--- config.mk ---
export PLATFORM = sky130hd
export DESIGN_NAME = sram_bank_arbiter
export DESIGN_NICKNAME = d
export VERILOG_FILES = /design/src/rtl/sram_bank_arbiter.sv
export SDC_FILE = /design/constraint.sdc
export NUM_CORES = 1
export LEC_CHECK = 0
export CAP_MARGIN = 20
export CORE_ASPECT_RATIO = 2
export CORE_MARGIN = 2
export CORE_UTILIZATION = 30
export DETAILED_ROUTE_END_ITERATION = 12
export PLACE_DENSITY = 0.76
export SYNTH_ARGS = -nofsm -noshare
export SYNTH_HDL_FRONTEND = slang
export SYNTH_SLANG_ARGS = --single-unit
--- constraint.sdc ---
create_clock -name CLK -period 7.5 [get_ports CLK]
set_input_delay 1.875 -clock CLK [delete_from_list [all_inputs] [get_ports CLK]]
set_output_delay 1.875 -clock CLK [all_outputs]
set_load 0.1 [all_outputs]
--- src/rtl/sram_bank_arbiter.sv ---
// Round-robin arbiter and sequencer sharing one single-port SRAM between two requesters.
// Zero-fills the memory after reset and returns fixed two-cycle responses.
//
// state    | meaning
// ---------+-----------------------------------------------------
// ST_INIT  | walking the fill counter, one zero write per cycle
// ST_SERVE | arbitrating requests onto the memory port
module sram_bank_arbiter #(
    parameter int ADDR_WIDTH    = 13,
    parameter int DATA_WIDTH    = 16,
    parameter int MEM_WORDS     = 6144,
    parameter bit INIT_ON_RESET = 1'b1
) (
    input  logic                  CLK,
    input  logic                  RST,
    input  logic                  p0_valid,
    output logic                  p0_ready,
    input  logic                  p0_write,
    input  logic [ADDR_WIDTH-1:0] p0_addr,
    input  logic [DATA_WIDTH-1:0] p0_wdata,
    input  logic                  p1_valid,
    output logic                  p1_ready,
    input  logic                  p1_write,
    input  logic [ADDR_WIDTH-1:0] p1_addr,
    input  logic [DATA_WIDTH-1:0] p1_wdata,
    output logic                  rsp0_valid,
    output logic [DATA_WIDTH-1:0] rsp0_rdata,
    output logic                  rsp0_err,
    output logic                  rsp1_valid,
    output logic [DATA_WIDTH-1:0] rsp1_rdata,
    output logic                  rsp1_err,
    output logic [ADDR_WIDTH-1:0] mem_A,
    output logic                  mem_CEB,
    output logic                  mem_WEB,
    output logic [DATA_WIDTH-1:0] mem_D,
    input  logic [DATA_WIDTH-1:0] mem_Q,
    output logic                  init_done
);

    typedef enum logic {ST_INIT, ST_SERVE} state_t;

    localparam logic [ADDR_WIDTH-1:0] INIT_LAST   = ADDR_WIDTH'(MEM_WORDS - 1);
    localparam logic [ADDR_WIDTH:0]   MEM_WORDS_W = (ADDR_WIDTH + 1)'(MEM_WORDS);

    state_t                  state, state_nxt;
    logic [ADDR_WIDTH-1:0]   init_cnt;
    logic                    last_grant;
    logic                    serving;
    logic                    grant0, grant1, gnt_any;
    logic                    gnt_write, gnt_err;
    logic [ADDR_WIDTH-1:0]   gnt_addr;
    logic [DATA_WIDTH-1:0]   gnt_wdata;
    logic                    ceb_c, web_c;
    logic                    tag_valid, tag_port, tag_write, tag_err;
    logic                    rd_ok;

    assign serving   = (state == ST_SERVE);
    assign init_done = serving;

    // Both valid: the port that did not win last time gets the grant.
    assign grant0  = serving && p0_valid && (!p1_valid || last_grant);
    assign grant1  = serving && p1_valid && (!p0_valid || !last_grant);
    assign gnt_any = grant0 || grant1;

    assign gnt_write = grant1 ? p1_write : p0_write;
    assign gnt_addr  = grant1 ? p1_addr  : p0_addr;
    assign gnt_wdata = grant1 ? p1_wdata : p0_wdata;
    assign gnt_err   = ({1'b0, gnt_addr} >= MEM_WORDS_W);

    assign p0_ready = grant0;
    assign p1_ready = grant1;

    always_ff @(posedge CLK or posedge RST) begin
        if (RST) begin
            state    <= INIT_ON_RESET ? ST_INIT : ST_SERVE;
            init_cnt <= '0;
        end else begin
            state <= state_nxt;
            if (state == ST_INIT) begin
                init_cnt <= init_cnt + ADDR_WIDTH'(1);
            end
        end
    end

    always_comb begin
        state_nxt = state;
        ceb_c     = 1'b1;
        web_c     = 1'b1;
        mem_A     = '0;
        mem_D     = '0;
        case (state)
            ST_INIT: begin
                ceb_c = 1'b0;
                web_c = 1'b0;
                mem_A = init_cnt;
                if (init_cnt == INIT_LAST) begin
                    state_nxt = ST_SERVE;
                end
            end
            ST_SERVE: begin
                if (gnt_any && !gnt_err) begin
                    ceb_c = 1'b0;
                    web_c = ~gnt_write;
                    mem_A = gnt_addr;
                    mem_D = gnt_wdata;
                end
            end
            default: state_nxt = ST_SERVE;
        endcase
    end

    // Keep the macro deselected for the whole reset pulse, whatever the state decode says.
    assign mem_CEB = RST | ceb_c;
    assign mem_WEB = RST | web_c;

    assign rd_ok = tag_valid && !tag_write && !tag_err;

    always_ff @(posedge CLK or posedge RST) begin
        if (RST) begin
            last_grant <= 1'b1;
            tag_valid  <= 1'b0;
            tag_port   <= 1'b0;
            tag_write  <= 1'b0;
            tag_err    <= 1'b0;
            rsp0_valid <= 1'b0;
            rsp0_err   <= 1'b0;
            rsp0_rdata <= '0;
            rsp1_valid <= 1'b0;
            rsp1_err   <= 1'b0;
            rsp1_rdata <= '0;
        end else begin
            if (gnt_any) begin
                last_grant <= grant1;
            end
            tag_valid  <= gnt_any;
            tag_port   <= grant1;
            tag_write  <= gnt_write;
            tag_err    <= gnt_err;
            rsp0_valid <= tag_valid && !tag_port;
            rsp0_err   <= tag_valid && !tag_port && tag_err;
            rsp0_rdata <= (rd_ok && !tag_port) ? mem_Q : '0;
            rsp1_valid <= tag_valid && tag_port;
            rsp1_err   <= tag_valid && tag_port && tag_err;
            rsp1_rdata <= (rd_ok && tag_port) ? mem_Q : '0;
        end
    end

endmodule
# Yosys cells after proc, flatten, opt, wreduce, memory -nomap -nowiden
# Cells that the tools add are included.
[op_classes] bitwise_logic=4 order_cmp=1 n_mul=0 add_sub_neg=1 eq_ne=1 reduce_logical=23 mux=15 div=0 shifts=0
[ops] cell="$mux 16" count=5
[ops] cell="$mux 13" count=2
[ops] cell="$pmux 13 s2" count=1
[ops] cell="$add 13x1->13 const B" count=1
[ops] cell="$eq 13x13->1 const B" count=1
[ops] cell="$ge 13x13->1 const B" count=1
[ops] cell="$logic_and 1x1->1" count=13
[ops] cell="$logic_not 1->1" count=7
[ops] cell="$mux 1" count=5
[ops] cell="$pmux 1 s2" count=2
[ops] cell="$logic_or 1x1->1" count=3
[ops] cell="$not 1->1" count=2
[ops] cell="$or 1x1->1" count=2
[totals] elab_cells=58 memories=0 output_inout_bits=70 romBits=0 mem_bits_rw=0 reg_bits=55 latchBits=0

# Longest topological paths before layout
[logic_depth] word_depth=10 depth_mapped=6 depth_no_buf=5

# Least setup slack after synthesis
# Ideal clock, no wire load.
[synth_timing] kind="in2out" startpoint="input p1_valid" endpoint="output mem_A[11]" required_time_ps=5625 cell_stages=4 path_slack_ps=263 n_path_buf=0 t_arrival_ps=5362 cell_sequence="a21bo_2 nor2_4 mux2_2 o31ai_1"
[synth_via] elab_chain_cells=8 elab_cells_between_ends=12
[synth_rtl] element="from (decl)" line="21" text="input logic p1_valid,"
[synth_rtl] element="$logic_and 1x1->1 (*) (2 in a row)" line="62" text="assign grant1 = serving && p1_valid && (!p0_valid || !last_grant);"
[synth_rtl] element="named net p1_ready" line="22" text="output logic p1_ready,"
[synth_rtl] element="$mux 13" line="66" text="assign gnt_addr = grant1 ? p1_addr : p0_addr;"
[synth_rtl] element="$ge 13x13->1" line="68" text="assign gnt_err = ({1'b0, gnt_addr} >= MEM_WORDS_W);"
[synth_rtl] element="$logic_not 1->1" line="101" text="if (gnt_any && !gnt_err) begin"
[synth_rtl] element="$logic_and 1x1->1" line="101"
[synth_rtl] element="$mux 13 (*)" line="101"
[synth_rtl] element="$pmux 13 s2 (*)" line="91" text="case (state)"
[synth_rtl] element="to (decl)" line="32" text="output logic [ADDR_WIDTH-1:0] mem_A,"
# The timed path passes the listed nets; every way through them passes the cells marked *.

# Worst setup path in the final report
[layout_timing] startpoint="input p0_valid" endpoint="output mem_CEB"
[layout_via] elab_chain_cells=10 elab_cells_between_ends=13
[layout_rtl] element="from (decl)" line="16" text="input logic p0_valid,"
[layout_rtl] element="$logic_not 1->1" line="62"
[layout_rtl] element="$logic_or 1x1->1" line="62"
[layout_rtl] element="$logic_and 1x1->1" line="62"
[layout_rtl] element="$mux 13" line="66"
[layout_rtl] element="$ge 13x13->1" line="68"
[layout_rtl] element="$logic_not 1->1" line="101"
[layout_rtl] element="$logic_and 1x1->1 (*)" line="101"
[layout_rtl] element="$mux 1 (*)" line="101"
[layout_rtl] element="$pmux 1 s2 (*)" line="91"
[layout_rtl] element="$or 1x1->1 (*)" line="113" text="assign mem_CEB = RST | ceb_c;"
[layout_rtl] element="to (decl)" line="33" text="output logic mem_CEB,"
# Every way passes the cells marked *; elsewhere a longest branch is shown, timed or not.

==> results_dict.tcl <==
set metrics [dict create \
    tns_ns 0 \
    worstPathArrival_ns 4.44 \
    yosys.area_share.simple_pct 21.4 \
    cts.reportedPaths.clkPinSlew_ns 0.07 \
    yosysSeqAreaShare_pct 53.9 \
    design.core.area_mm2 0.00829 \
    worstHoldPathType "flop to flop" \
    syn-cell-area_mm2 0.00255 \
    vias 2382 \
    slew_headroom_pct 31.1 \
    numPortBuffers 149 \
    drtPass1Iterations 6 \
    dpl.hpwl_um 6160 \
    vias_per_cell 4.84 \
    cts_setup_buffers 0 \
    rsz0062_at_grt "false" \
    yosys-top-cells-area "dfrtp_1, and2_1, nand2_1" \
    yosys_register_bits 55 \
    netlist_instances 246 \
    peakVddDrop_v 0.000104 \
    rows 47 \
    wl_per_cell_um 16.1 \
    cts_sinks 55 \
    reg_top3 "rsp0_rdata (16), rsp1_rdata (16), init_cnt (13)" \
    grt_pass1_vias 2399 \
    syn_area_per_cell_um2 10.4 \
    critPathMaxFanout 30 \
    status "finished, final reports clean" \
    drv_slew 0 \
    p_per_area_mw_per_mm2 145 \
    synth_xor_area_share_pct 4.12 \
    routabilityCongestion 0.816 \
    holdBufCountCts 0 \
    synth.most_common_cell "dfrtp_1" \
    drive_above_1_share_pct 13.7 \
    synth_compound_area_share_pct 10.9 \
    setup_viol 0 \
    critPathKind "input port to output port" \
    fin_skew_ns 0.00544 \
    grt_max_degree 56 \
    cts-htree-levels 2 \
    initialDrtViolationCount 117 \
    finalHoldViolCount 0 \
    io_pins 150 \
    cts_tree "built" \
    areaGrowthSynthToFinish_pct 64.5 \
    synthMuxAreaShare_pct 5.63 \
    die_h_um 134 \
    synth_edf_count 0 \
    required_ns 5.62 \
    final_cells 492 \
    synth_nets 327 \
    period_needed_ns 6.32 \
    synthAdderAreaFrac_pct 0.490 \
    ant_nets 0 \
    cp-start-kind "input port" \
    cap_violations 0 \
    synth_top_family_by_area "simple AND/OR/NAND/NOR gates" \
    synth_top_area_share_pct 52.9 \
    synth_flop_cell "dfrtp_1" \
    grtUsageTotal_pct 16.6 \
    die_area_mm2 0.00931 \
    cp-end-kind "output port" \
    post-route-period-util_pct 84.2 \
    setup_ws_ns 1.18 \
    dp_cells 484 \
    finalWirelength_um 7910 \
    nets 474 \
    synthArstFlopShare_pct 100 \
    stdcell_area_mm2 0.00420 \
    pre_cts_ws_ns 1.17 \
    chipWidth_um 69.2 \
    fin_util_pct 50.7 \
    yosysTopAreaCell "dfrtp_1" \
    ys_warn_count 0 \
    p_leak_nw 1.89 \
    initial_core_util_pct 30.8 \
    grt_pass1_wl_um 12100 \
    drc 0 \
    cts.repair.resized 0 \
    diodes 0 \
    synth_commonest_cells "dfrtp_1, nand2_1, and2_1, a21oi_1, xnor2_1" \
    antenna_found_initial 0 \
    cts_buffers 5 \
    synth.distinct_cells 40 \
    clk_latency_ns 0.29 \
    tightest_slew_ns 1.03 \
    fmax_ghz 0.158 \
    cts_root_buf "clkbuf_16" \
    grt.overflow.total 0 \
    placed_cell_area_mm2 0.00405 \
    clk_path_buf_depth 2 \
]
final timing paths:
check                            startpoint              to  slack [ns]  depth (start not counted)
worst max-delay path               p0_valid         mem_CEB        1.18                          6
worst min-delay path            init_cnt[7]     init_cnt[7]        0.51                          1
worst max register to register    init_done       tag_write        5.48                          3
worst min register to register  init_cnt[7]     init_cnt[7]        0.51                          1
max in group asynchronous               RST  rsp1_rdata[13]        4.83                          3
min in group asynchronous               RST     init_cnt[8]        2.21                          3
cell families after synthesis:
group           after synthesis
compound gates               41
xor+xnor                     12
fa+ha+maj                     1
buf+inv                      18
flops                        55
mux                          14
simple gates                105
through the flow:
step | power [mW] | hold WS [ns]
final | 0.610 | 0.507
after global placement | 0.375 | 0.478
after CTS | 0.619 | 0.510
after floorplan | 0.327 | 0.455
after detailed placement | 0.376 | 0.498
after global routing | 0.635 | 0.520
area by class of cell:
class	instances	area [um2]
fill	788	4090
timing repair buffer	151	1430
sequential	55	1380
multi-input combinational	173	1090
clock buffer	5	125
tap	98	123
clock inverter	3	27.5
inverter	7	26.3
worst max-delay path, cell delays in order:
cell and delay (ns):
clkdlybuf4s50_1 0.59, a21bo_2 0.66, nor2_4 0.12, o211ai_4 0.69
a21o_1 0.22, buf_4 0.28
layer usage:
metal	vias up	track usage (%)	part of all wire [%]
met2	101	30.0	56
met1	1146	18.2	35
met5	-	0	0
li1	1114	-	-
met4	0	8.61	4.0
met3	21	3.28	4.9
cells in the final DEF, fill, tap and decap left out, types with 2 or more instances in the layout:
cell type,count
nor4_1,2
a21oi_1,17
nor2_1,5
and3_1,3
mux2i_1,11
nor3_1,2
nand2_1,44
clkbuf_16,5
o22ai_1,6
nand4_1,2
clkdlybuf4s50_1,118
o2bb2ai_1,5
nand3_1,4
buf_4,33
mux2_2,3
o21ai_0,3
dfrtp_1,54
inv_1,6
and2_1,34
nor2b_1,3
xnor2_1,12
report_power, final:
part	internal (mW)	leakage, nW	switching (mW)
sequential	0.297	0.747	0.000434
clock	0.128	0.0723	0.113
combinational	0.0440	1.07	0.0284
Power figures use the tool's default switching activity.
